`src/rtl/dmem_arb_pkg.sv`:
```
// dmem_arb_pkg: shared port indices, read-return tag type and default widths for the dmem arbiter
package dmem_arb_pkg;
    localparam int DMEM_ADDR_W = 12;
    localparam int DMEM_DATA_W = 32;
    localparam logic PORT_PROC = 1'b0;
    localparam logic PORT_DBG = 1'b1;
    typedef struct packed {
        logic valid;
        logic port;
    } tag_t;
endpackage

```
`src/rtl/arb_rr2.sv`:
```
// arb_rr2: two-way arbiter, fixed priority with starvation guard or round-robin
module arb_rr2 import dmem_arb_pkg::*; #(
    parameter int PROC_PRIO = 1,
    parameter int MAX_WAIT = 4
) (
    input  logic clock,
    input  logic reset,
    input  logic req0,
    input  logic req1,
    output logic any,
    output logic sel
);
    logic last;
    logic [3:0] wait_cnt;
    assign any = req0 | req1;
    always_comb begin
        sel = req1 ? PORT_DBG : PORT_PROC;
        if (req0 && req1)
            sel = (PROC_PRIO != 0) ? ((wait_cnt == 4'(MAX_WAIT)) ? PORT_DBG : PORT_PROC) : ~last;
    end
    always_ff @(posedge clock) begin
        if (reset) begin
            last <= PORT_DBG;
            wait_cnt <= '0;
        end else begin
            if (any)
                last <= sel;
            if (!req1 || sel == PORT_DBG)
                wait_cnt <= '0;
            else if (wait_cnt != 4'(MAX_WAIT))
                wait_cnt <= wait_cnt + 4'd1;
        end
    end
endmodule

```
`src/rtl/dmem_arbiter.sv`:
```
// dmem_arbiter: shares the single-port dmem between the processor and the debug/loader port
module dmem_arbiter import dmem_arb_pkg::*; #(
    parameter int ADDR_W = DMEM_ADDR_W,
    parameter int DATA_W = DMEM_DATA_W,
    parameter int MEM_LAT = 1,
    parameter int PROC_PRIO = 1,
    parameter int MAX_WAIT = 4
) (
    input  logic              clock,
    input  logic              reset,
    input  logic              req0,
    input  logic              we0,
    input  logic [ADDR_W-1:0] addr0,
    input  logic [DATA_W-1:0] wdata0,
    output logic              gnt0,
    output logic              rvalid0,
    output logic [DATA_W-1:0] rdata0,
    input  logic              req1,
    input  logic              we1,
    input  logic [ADDR_W-1:0] addr1,
    input  logic [DATA_W-1:0] wdata1,
    output logic              gnt1,
    output logic              rvalid1,
    output logic [DATA_W-1:0] rdata1,
    output logic [ADDR_W-1:0] address_dmem,
    output logic [DATA_W-1:0] data,
    output logic              wren,
    input  logic [DATA_W-1:0] q_dmem
);
    logic any, sel, we_sel;
    tag_t tags [MEM_LAT];
    arb_rr2 #(.PROC_PRIO(PROC_PRIO), .MAX_WAIT(MAX_WAIT)) u_arb (
        .clock(clock),
        .reset(reset),
        .req0(req0),
        .req1(req1),
        .any(any),
        .sel(sel)
    );
    assign we_sel = sel ? we1 : we0;
    assign rdata0 = q_dmem;
    assign rdata1 = q_dmem;
    // The tag pipe is as deep as the memory latency, so a tag leaves it exactly as its data arrives.
    always_ff @(posedge clock) begin
        if (reset) begin
            gnt0 <= 1'b0;
            gnt1 <= 1'b0;
            rvalid0 <= 1'b0;
            rvalid1 <= 1'b0;
            wren <= 1'b0;
            address_dmem <= '0;
            data <= '0;
            for (int i = 0; i < MEM_LAT; i++)
                tags[i] <= '0;
        end else begin
            gnt0 <= any && sel == PORT_PROC;
            gnt1 <= any && sel == PORT_DBG;
            wren <= any && we_sel;
            if (any) begin
                address_dmem <= sel ? addr1 : addr0;
                data <= sel ? wdata1 : wdata0;
            end
            tags[0] <= '{valid: any && !we_sel, port: sel};
            for (int i = 1; i < MEM_LAT; i++)
                tags[i] <= tags[i-1];
            rvalid0 <= tags[MEM_LAT-1].valid && tags[MEM_LAT-1].port == PORT_PROC;
            rvalid1 <= tags[MEM_LAT-1].valid && tags[MEM_LAT-1].port == PORT_DBG;
        end
    end
endmodule

```
`config.mk`:
```
export PLATFORM = sky130hd
export DESIGN_NAME = dmem_arbiter
export DESIGN_NICKNAME = d
export VERILOG_FILES = /design/src/rtl/dmem_arb_pkg.sv /design/src/rtl/arb_rr2.sv /design/src/rtl/dmem_arbiter.sv
export SDC_FILE = /design/constraint.sdc
export NUM_CORES = 1
export LEC_CHECK = 0
export ABC_AREA = 1
export BUFFER_PORTS_ARGS = -buffer_cell sky130_fd_sc_hd__buf_2
export CELL_PAD_IN_SITES_DETAIL_PLACEMENT = 1
export CELL_PAD_IN_SITES_GLOBAL_PLACEMENT = 2
export CORE_ASPECT_RATIO = 1.5
export CORE_UTILIZATION = 19
export DETAILED_ROUTE_END_ITERATION = 12
export GPL_ROUTABILITY_DRIVEN = 0
export PLACE_DENSITY_LB_ADDON = 0.08
export SLEW_MARGIN = 10
export SYNTH_ARGS = -nofsm -noshare
export SYNTH_HDL_FRONTEND = slang
export SYNTH_SLANG_ARGS = --single-unit
```
`constraint.sdc`:
```
create_clock -name clock -period 1.6 [get_ports clock]
set_input_delay 0.16 -clock clock [delete_from_list [all_inputs] [get_ports clock]]
set_output_delay 0.16 -clock clock [all_outputs]
set_load 0.1 [all_outputs]
```
; ---- Yosys cells after proc, flatten, opt, wreduce, memory -nomap -nowiden
; Memory sizes are Yosys's and may differ from the RTL's.
; Index checks and enable logic that the tools add are counted.
[word_totals]
register_bits = 53
ram_bits = 2
output_inout_bits = 113
memories = 1
[mem_list]
columns = name, words, width, rd, rd_ports_with_merged_regs, wr, line
row1 = tags, 1, 2, 1, 0, 1, dmem_arbiter.sv:31  ; tag_t tags [MEM_LAT];
[op_classes]
add_sub_neg = 1
n_eq_ne = 2
n_mux = 11
n_bitwise = 3
reduce_logical = 12
[ops]
columns = operator, count
row1 = two-way mux 32 bit, 1
row2 = two-way mux 12 bit, 1
row3 = two-way mux 1 bit, 8
row4 = logical AND 1 bit, 7
row5 = "adder 4 x 1 -> 4 bit, second input constant", 1
row6 = "== test 4 x 3 -> 1 bit, second input constant", 1
row7 = "inequality test 4 x 3 -> 1 bit, second input constant", 1
row8 = OR reduction 2 bit, 2
row9 = zero test 1 bit, 2
row10 = two-way mux 2 bit, 1
row11 = NOT 1 bit, 2
row12 = logical OR 1 bit, 1
row13 = bitwise OR 1 bit, 1

; ---- Longest topological paths before layout
; Gate-level depths: netlist of the first run.
[logic_depth]
depth_word = 7
mapped_depth = 9

; ---- Modules after synthesis
; A second synthesis of the first run with hierarchy kept.
[hier_totals]
cells_unflattened = 449
area_unflattened_um2 = 3076.7
[modules_own_cells]
columns = module, n_inst, cells_per_inst, area_each_um2
row1 = dmem_arbiter, 1, 421, 2857.7
row2 = arb_rr2, 1, 28, 219.0

; ---- Worst setup path after synthesis of the first run
; No wires, ideal clock.
[synth_timing]
path_kind = register to register
startpoint = register u_arb.wait_cnt[0]
endpoint = register address_dmem[0]
setup_ns = 0.115
arrival_ns = 1.165
required_ns = 1.485
path_slack_ns = 0.319
path_stages_with_launch = 10
n_path_buf = 1
period_less_slack_ns = 1.281
path_cell_list = dfxtp_1 -> inv_1 -> ha_1 -> nand2_1 -> nor2_1 -> nand2_2 -> buf_2 -> nand3_1 -> nand3_1 -> nand2_1
[synth_between]
elab_chain_cells = 4
[synth_lines]
columns = item, line
row1 = from (decl), arb_rr2.sv:14  ; logic [3:0] wait_cnt;
row2 = from (signal assigned), arb_rr2.sv:31  ; wait_cnt <= wait_cnt + 4'd1;
row3 = == test 4 x 3 -> 1 bit, arb_rr2.sv:19  ; sel = (PROC_PRIO != 0) ? ((wait_cnt == 4'(MAX_WAIT)) ? PORT_DBG : PORT_PROC) : ~last;
row4 = two-way mux 1 bit, arb_rr2.sv:19
row5 = two-way mux 1 bit, arb_rr2.sv:18  ; if (req0 && req1)
row6 = two-way mux 12 bit, dmem_arbiter.sv:60  ; address_dmem <= sel ? addr1 : addr0;
row7 = to (signal assigned), dmem_arbiter.sv:60
row8 = to (decl), dmem_arbiter.sv:25  ; output logic [ADDR_W-1:0] address_dmem,
; Every way passes these cells.
; A chain may end at the register's enable or synchronous reset.

; ---- Worst setup path in the final report of the first run
[layout_timing]
startpoint = register u_arb.wait_cnt[0]
endpoint = register data[10]
[layout_between]
elab_chain_cells = 4
[layout_lines]
columns = item, line
row1 = == test 4 x 3 -> 1 bit, arb_rr2.sv:19
row2 = two-way mux 1 bit, arb_rr2.sv:19
row3 = two-way mux 1 bit, arb_rr2.sv:18
row4 = two-way mux 32 bit, dmem_arbiter.sv:61  ; data <= sel ? wdata1 : wdata0;
row5 = to (signal assigned), dmem_arbiter.sv:61
row6 = to (decl), dmem_arbiter.sv:26  ; output logic [DATA_W-1:0] data,
; Every way passes these cells.

==> summary.md, run 1 <==
| Metric | Value |
|---|---|
| Setup CP Type | `reg2reg` |
| Leakage | `2.33 nW` |
| Worst vdd ir | `0.000363 V` |
| Largest cells by area after synthesis | `dfxtp_1 33%, nand3_1 20%, buf_4 15%` |
| DR pass1 iterations | `4` |
| Share of the synthesized area in the top cell type | `33.4%` |
| Max Cap Violations | `0` |
| CP endpoint kind | `flop` |
| Row cnt | `58` |
| Post-CTS Setup Bufs | `0` |
| CTS tree | `yes` |
| Post-DP HPWL | `8500 µm` |
| Worst-path clk slew | `70 ps` |
| Vias/cell | `4.05` |
| Hold crit path type | `in2reg` |
| Worst-case reg-to-reg path depth | `8` |
| Most common cell after layout, fill and taps aside | `buf_2` |
| Worst slew pin tran | `510 ps` |
| Part of the power in registers | `38.7%` |
| Sequential share of the synthesized area | `33.4%` |
| Setup_tns | `0 ps` |
| Critical Path Source | `u_arb.wait_cnt[0]$_SDFFE_PP0P_` |
| Flop2flop setup slack | `170 ps` |
| Psw | `1.63 mW` |
| Post-synth top area cell | `dfxtp_1` |
| Yosys cell types | `17` |
| CTS buffer count | `5` |
| Status | `finished clean` |
| Final setup fails | `0` |
| Vias in the first global route | `3565` |
| Total grt overflow | `0` |
| Period minus WS final | `1430 ps` |
| Critical path peak fanout | `18` |
| # port buffers | `142` |
| Vias | `3160` |
| Final Cycle Share | `89.5%` |
| Clock power share | `27.3%` |
| Iter 0 DRT Violations | `77` |
| Final ANT Viol Nets | `0` |
| Cells after synthesis | `498` |
| Clock sink count | `55` |
| Mapped cell area | `3300 µm²` |
| # DRC | `0` |
| CP arrival | `1620 ps` |
| Internal power | `2.33 mW` |
| Area of the multi-input gates | `1210 µm²` |
| CP endpoint | `data[10]$_SDFFE_PP0N_` |
| Clock root cell | `clkbuf_16` |
| Core box area | `16900 µm²` |
| Layout Nets | `700` |
| Mean post-synth cell area | `6.62 µm²` |
| Post-synth ARST share | `0%` |
| Synthesis-to-layout area growth | `20.4%` |
| Fill cells | `2127` |
| RR Endpoint | `data[10]$_SDFFE_PP0N_` |
| RSZ-0062 raised after global routing | `no` |
| Initial antenna violation count | `0` |
| Final setup margin | `168 ps` |
| Initial core utilization | `19.5%` |
| Power Dens Cells | `999 nW/µm²` |
| Synth Flop Type | `dfxtp_1` |
| Dpl ws | `87.5 ps` |
| Most frequent cells in the layout | `142 x buf_2, 134 x nand3_1, 101 x nand2_1` |
| Sw frac | `41.1%` |
| #FFs+latches synth | `55` |
| Post-Syn Nets | `626` |
| Latest clock arrival within the worst-skew pair | `290 ps` |
| Worst clock skew | `5.92 ps` |
| Critical Path RT | `1790 ps` |
| Layout cells sized above 1 | `29.8%` |
| Slew margin rel. | `66.2%` |
| H-tree levels | `2` |
| Fmax | `0.698 GHz` |
| First-pass GRT wire length | `18600 µm` |
| Chip width | `110 µm` |
| Number of synthesized flops with an enable pin | `0` |
| Max-slew violations | `0` |
| Largest net degree at the start of global routing | `31` |
| Hold buffers post-CTS | `0` |
| FF-to-FF Start | `u_arb.wait_cnt[0]$_SDFFE_PP0P_` |
| Reg area | `1100 µm²` |
| Num ports | `239` |
| Total track usage | `13.7%` |
| Die area | `17900 µm²` |
| Final hold violation count | `0` |
| Antenna Cells | `0` |
| Clk buf depth | `2` |
| Die H | `163 µm` |
| CP Launch Type | `flop` |
| Hold path cells | `4` |
| Logic pwr share | `34.1%` |
| Final WL | `11800 µm` |
| Yosys Warn Count | `0` |
| Wire per inst | `15.0 µm` |
==> synth_stat cells, types with 2 or more instances <==
cell type	n
nand3_1	134
nand2_1	101
inv_1	95
buf_4	68
dfxtp_1	55
buf_2	17
nor2_1	11
buf_6	5
nand2_2	3
ha_1	2
==> cell families (layout without fill, tap and decap cells) <==
family                     count (synthesis)  count (layout)  share of synthesized area, %
buffers and inverters                    185             258                          30.6
xor gates and xnor gates                   2               2                         0.531
adders and majority gates                  2               2                         0.759
DFF                                       55              55                          33.4
AOI/OAI and AO/OA                          1               1                         0.152
and+or+nand+nor                          253             253                          34.6
==> critical path: stages, from the launching register on <==
cell	delay, ps
dfxtp_2	340
inv_1	50
ha_1	150
nand3_1	170
nand2_4	200
buf_12	180
nand3_1	80
nand3_1	100
nand2_1	50
==> worst min-delay path by stage <==
stage | start | slack [ps] | endpoint
floorplan | we1 | 310 | tags[0][1]$_SDFF_PP0_
finish | we0 | 130 | tags[0][1]$_SDFF_PP0_
global route | we0 | 160 | tags[0][1]$_SDFF_PP0_
detailed placement | q_dmem[16] | 320 | rdata0[16]
CTS | we0 | 120 | tags[0][1]$_SDFF_PP0_
global placement | q_dmem[16] | 320 | rdata0[16]
==> area by class of cell <==
type / count / area share [%]
multi-input cells: 258 / 30.4
flip-flops and latches: 55 / 27.8
repair buffers: 157 / 22.9
inverters: 95 / 8.98
well taps: 210 / 6.62
clock buffers: 6 / 3.25
==> repair_timing <==
action	4_1_cts	5_1_grt
hold endpoints to repair	0	0
gates resized for setup	0	4
setup endpoints to repair	0	37
==> layer usage <==
metal  vias up  GRT usage (%)  part of all wire, %
met5         -              0                    0
li1       1599              -                    -
met1      1471           16.0                   42
met2        76           25.6                   52
met3        14           2.04                  4.6
met4         0           3.70                  1.1
==> power groups by stage <==
stage | Combinational (mW) | Sequential [mW] | Clock [mW]
4_1_cts | 1.37 | 1.54 | 1.14
5_1_grt | 1.44 | 1.55 | 1.17
2_1_floorplan | 1.04 | 2.28 | 0
3_5_place_dp | 1.37 | 1.57 | 0
3_3_place_gp | 1.36 | 1.57 | 0
6_report | 1.35 | 1.53 | 1.08
==> flip-flops by register name, indices dropped and copies added (netlist names) <==
register,count
data,32
address_dmem,12
u_arb.wait_cnt,4
tags,2
gnt0,1
gnt1,1
rvalid0,1
rvalid1,1
wren,1
==> metrics by stage <==
stage | cell area, µm² | instances | hold WS (ps) | total power, mW | utilization [%]
final | 3970 | 781 | 134 | 3.96 | 23.5
after global routing | 3970 | 781 | 164 | 4.16 | 23.5
after CTS | 3960 | 781 | 122 | 4.05 | 23.4
after detailed placement | 3830 | 775 | 321 | 2.94 | 22.7
after global placement | 3830 | 775 | 321 | 2.93 | 22.7
after floorplan | 3300 | 498 | 315 | 3.33 | -
No activity file was read; power rests on OpenSTA's default activity.
==> inputs of run 2 (changes only) <==
Settings changed: CORE_ASPECT_RATIO 1.5 to unset.
==> summary.md, run 2 (synthesized netlist as in run 1, its figures left out) <==
| Metric | Value |
|---|---|
| Total track usage | `13.3% (was 13.7%)` |
| # DRC | `0 (unchanged)` |
| Util after Layout | `23.8% (was 23.5%)` |
| Synthesis-to-layout area growth | `21.0% (was 20.4%)` |
| Chip width | `134 µm (was 110 µm)` |
| Initial core utilization | `19.7% (was 19.5%)` |
| CP Launch Type | `flop (unchanged)` |
| Biggest regs | `data: 32 flops, address_dmem: 12 flops, u_arb.wait_cnt: 4 flops (unchanged)` |
| Antenna Cells | `0 (unchanged)` |
| CTS buffer count | `5 (unchanged)` |
| Die H | `134 µm (was 163 µm)` |
| Worst clock skew | `10.6 ps (was 5.92 ps)` |
| # port buffers | `142 (unchanged)` |
| Vias in the first global route | `3440 (was 3565)` |
| Crit-path max cell delay | `380 ps (was 340 ps)` |
| Most frequent cells in the layout | `142 x buf_2, 134 x nand3_1, 101 x nand2_1 (unchanged)` |
| Max Cap Violations | `0 (unchanged)` |
| DR pass1 iterations | `4 (unchanged)` |
| Status | `finished clean (unchanged)` |
| Setup CP Type | `reg2reg (unchanged)` |
| Vias | `3158 (was 3160)` |
| H-tree levels | `2 (unchanged)` |
| CP Cell Sequence | `inv_1, ha_1, nand2_1, nor2_1, nand2_2, buf_12, nand3_1, nand3_1, nand2_1 (was inv_1, ha_1, nand3_1, nand2_4, buf_12, nand3_1, nand3_1, nand2_1)` |
| Latest clock arrival within the worst-skew pair | `310 ps (was 290 ps)` |
| RSZ-0062 raised after global routing | `no (unchanged)` |
| Slew margin rel. | `66.4% (was 66.2%)` |
| Final setup fails | `0 (unchanged)` |
| Power Dens Cells | `1030 nW/µm² (was 999 nW/µm²)` |
| Setup_tns | `0 ps (unchanged)` |
| Post-CTS Setup Bufs | `0 (unchanged)` |
| Max-slew violations | `0 (unchanged)` |
| First-pass GRT wire length | `18300 µm (was 18600 µm)` |
| Layout Nets | `700 (unchanged)` |
| Total grt overflow | `0 (unchanged)` |
| Worst vdd ir | `0.000404 V (was 0.000363 V)` |
| Worst-path clk slew | `80 ps (was 70 ps)` |
| Clk buf depth | `2 (unchanged)` |
| Final Cycle Share | `90.2% (was 89.5%)` |
| Clock root cell | `clkbuf_16 (unchanged)` |
| Die area | `17900 µm² (about the same)` |
| Largest net degree at the start of global routing | `39 (was 31)` |
| Period minus WS final | `1440 ps (was 1430 ps)` |
| Crit-path slowest cell | `dfxtp_1 (was dfxtp_2)` |
| CP endpoint kind | `flop (unchanged)` |
| Core box area | `16800 µm² (was 16900 µm²)` |
| Top reg by flops | `data (unchanged)` |
| Largest register FFs | `32 (unchanged)` |
| CTS tree | `yes (unchanged)` |
| Initial antenna violation count | `0 (unchanged)` |
| Final ANT Viol Nets | `0 (unchanged)` |
| Leakage | `2.33 nW (about the same)` |
| Final hold violation count | `0 (unchanged)` |
| Fill cells | `2134 (was 2127)` |
| Worst slew pin tran | `507 ps (was 510 ps)` |
| Fmax | `0.693 GHz (was 0.698 GHz)` |
| Critical Path RT | `1810 ps (was 1790 ps)` |
| Wire per inst | `14.5 µm (was 15.0 µm)` |
| Layout cells sized above 1 | `29.5% (was 29.8%)` |
| Num ports | `239 (unchanged)` |
| Final WL | `11500 µm (was 11800 µm)` |
| Iter 0 DRT Violations | `71 (was 77)` |
| Post-DP HPWL | `8200 µm (was 8500 µm)` |
| Most common cell after layout, fill and taps aside | `buf_2 (unchanged)` |
| Critical path peak fanout | `23 (was 18)` |
| Clock sink count | `55 (unchanged)` |
| Row cnt | `47 (was 58)` |
| Vias/cell | `3.98 (was 4.05)` |
| Hold crit path type | `in2reg (unchanged)` |
| CP arrival | `1650 ps (was 1620 ps)` |
-- run 2: worst paths after layout --
path,startpoint,to,slack [ps],cells after the start
min reg2reg,tags[0][0]$_SDFF_PP0_,rvalid0$_SDFF_PP0_,430,1
max reg2reg,u_arb.wait_cnt[0]$_SDFFE_PP0P_,data[12]$_SDFFE_PP0N_,160,9
min,we1,tags[0][1]$_SDFF_PP0_,120,4
max,u_arb.wait_cnt[0]$_SDFFE_PP0P_,data[12]$_SDFFE_PP0N_,160,9
-- run 2: layout make-up --
class / count / area (µm²) / area share (%)
clock buffers: 8 / 156 / 3.92
multi-input cells: 258 / 1200 / 30.1
inverters: 95 / 357 / 8.93
flip-flops and latches: 55 / 1100 / 27.6
well taps: 220 / 275 / 6.90
repair buffers: 157 / 902 / 22.6
-- run 2: repair_timing --
item / in CTS / in global routing
setup endpoints to repair: 0 / 3
hold buffers: 0 / 0
hold endpoints to repair: 0 / 0
resized for setup: 0 / 1
-- run 2: critical path, delay by kind of cell (launching register included) --
kind	cells	cell delay, ps
AND/OR/NAND/NOR	6	490
flip-flops	1	380
buffers and inverters	2	260
adder cells (fa/ha/maj)	1	210
-- run 2: power breakdown --
group / total, mW / leakage, nW / switching (mW) / internal [mW]
logic: 1.35 / 1.80 / 1.06 / 0.289
registers: 1.53 / 0.457 / 0.0514 / 1.47
clock network: 1.26 / 0.0772 / 0.585 / 0.672
-- run 2: metrics by stage --
stage / setup WS (ps) / std cells / hold slack [ps] / power, mW / area [µm²]
floorplan: 319 / 498 / 315 / 3.33 / 3300
global placement: 184 / 785 / 321 / 2.92 / 3830
detailed placement: 100 / 785 / 321 / 2.92 / 3830
CTS: 92.0 / 793 / 107 / 4.22 / 3990
global route: 9.44 / 793 / 129 / 4.34 / 3990
finish: 156 / 793 / 124 / 4.13 / 3990
-- run 2: metal layers --
layer	part of all wire, %	up-vias	routed length, µm	global-route usage, %
met1	44	1447	5110	16.3
met4	1.2	0	139	3.60
met5	0	-	0	0
met2	47	93	5390	22.0
met3	7.7	13	888	4.57
li1	-	1605	-	-
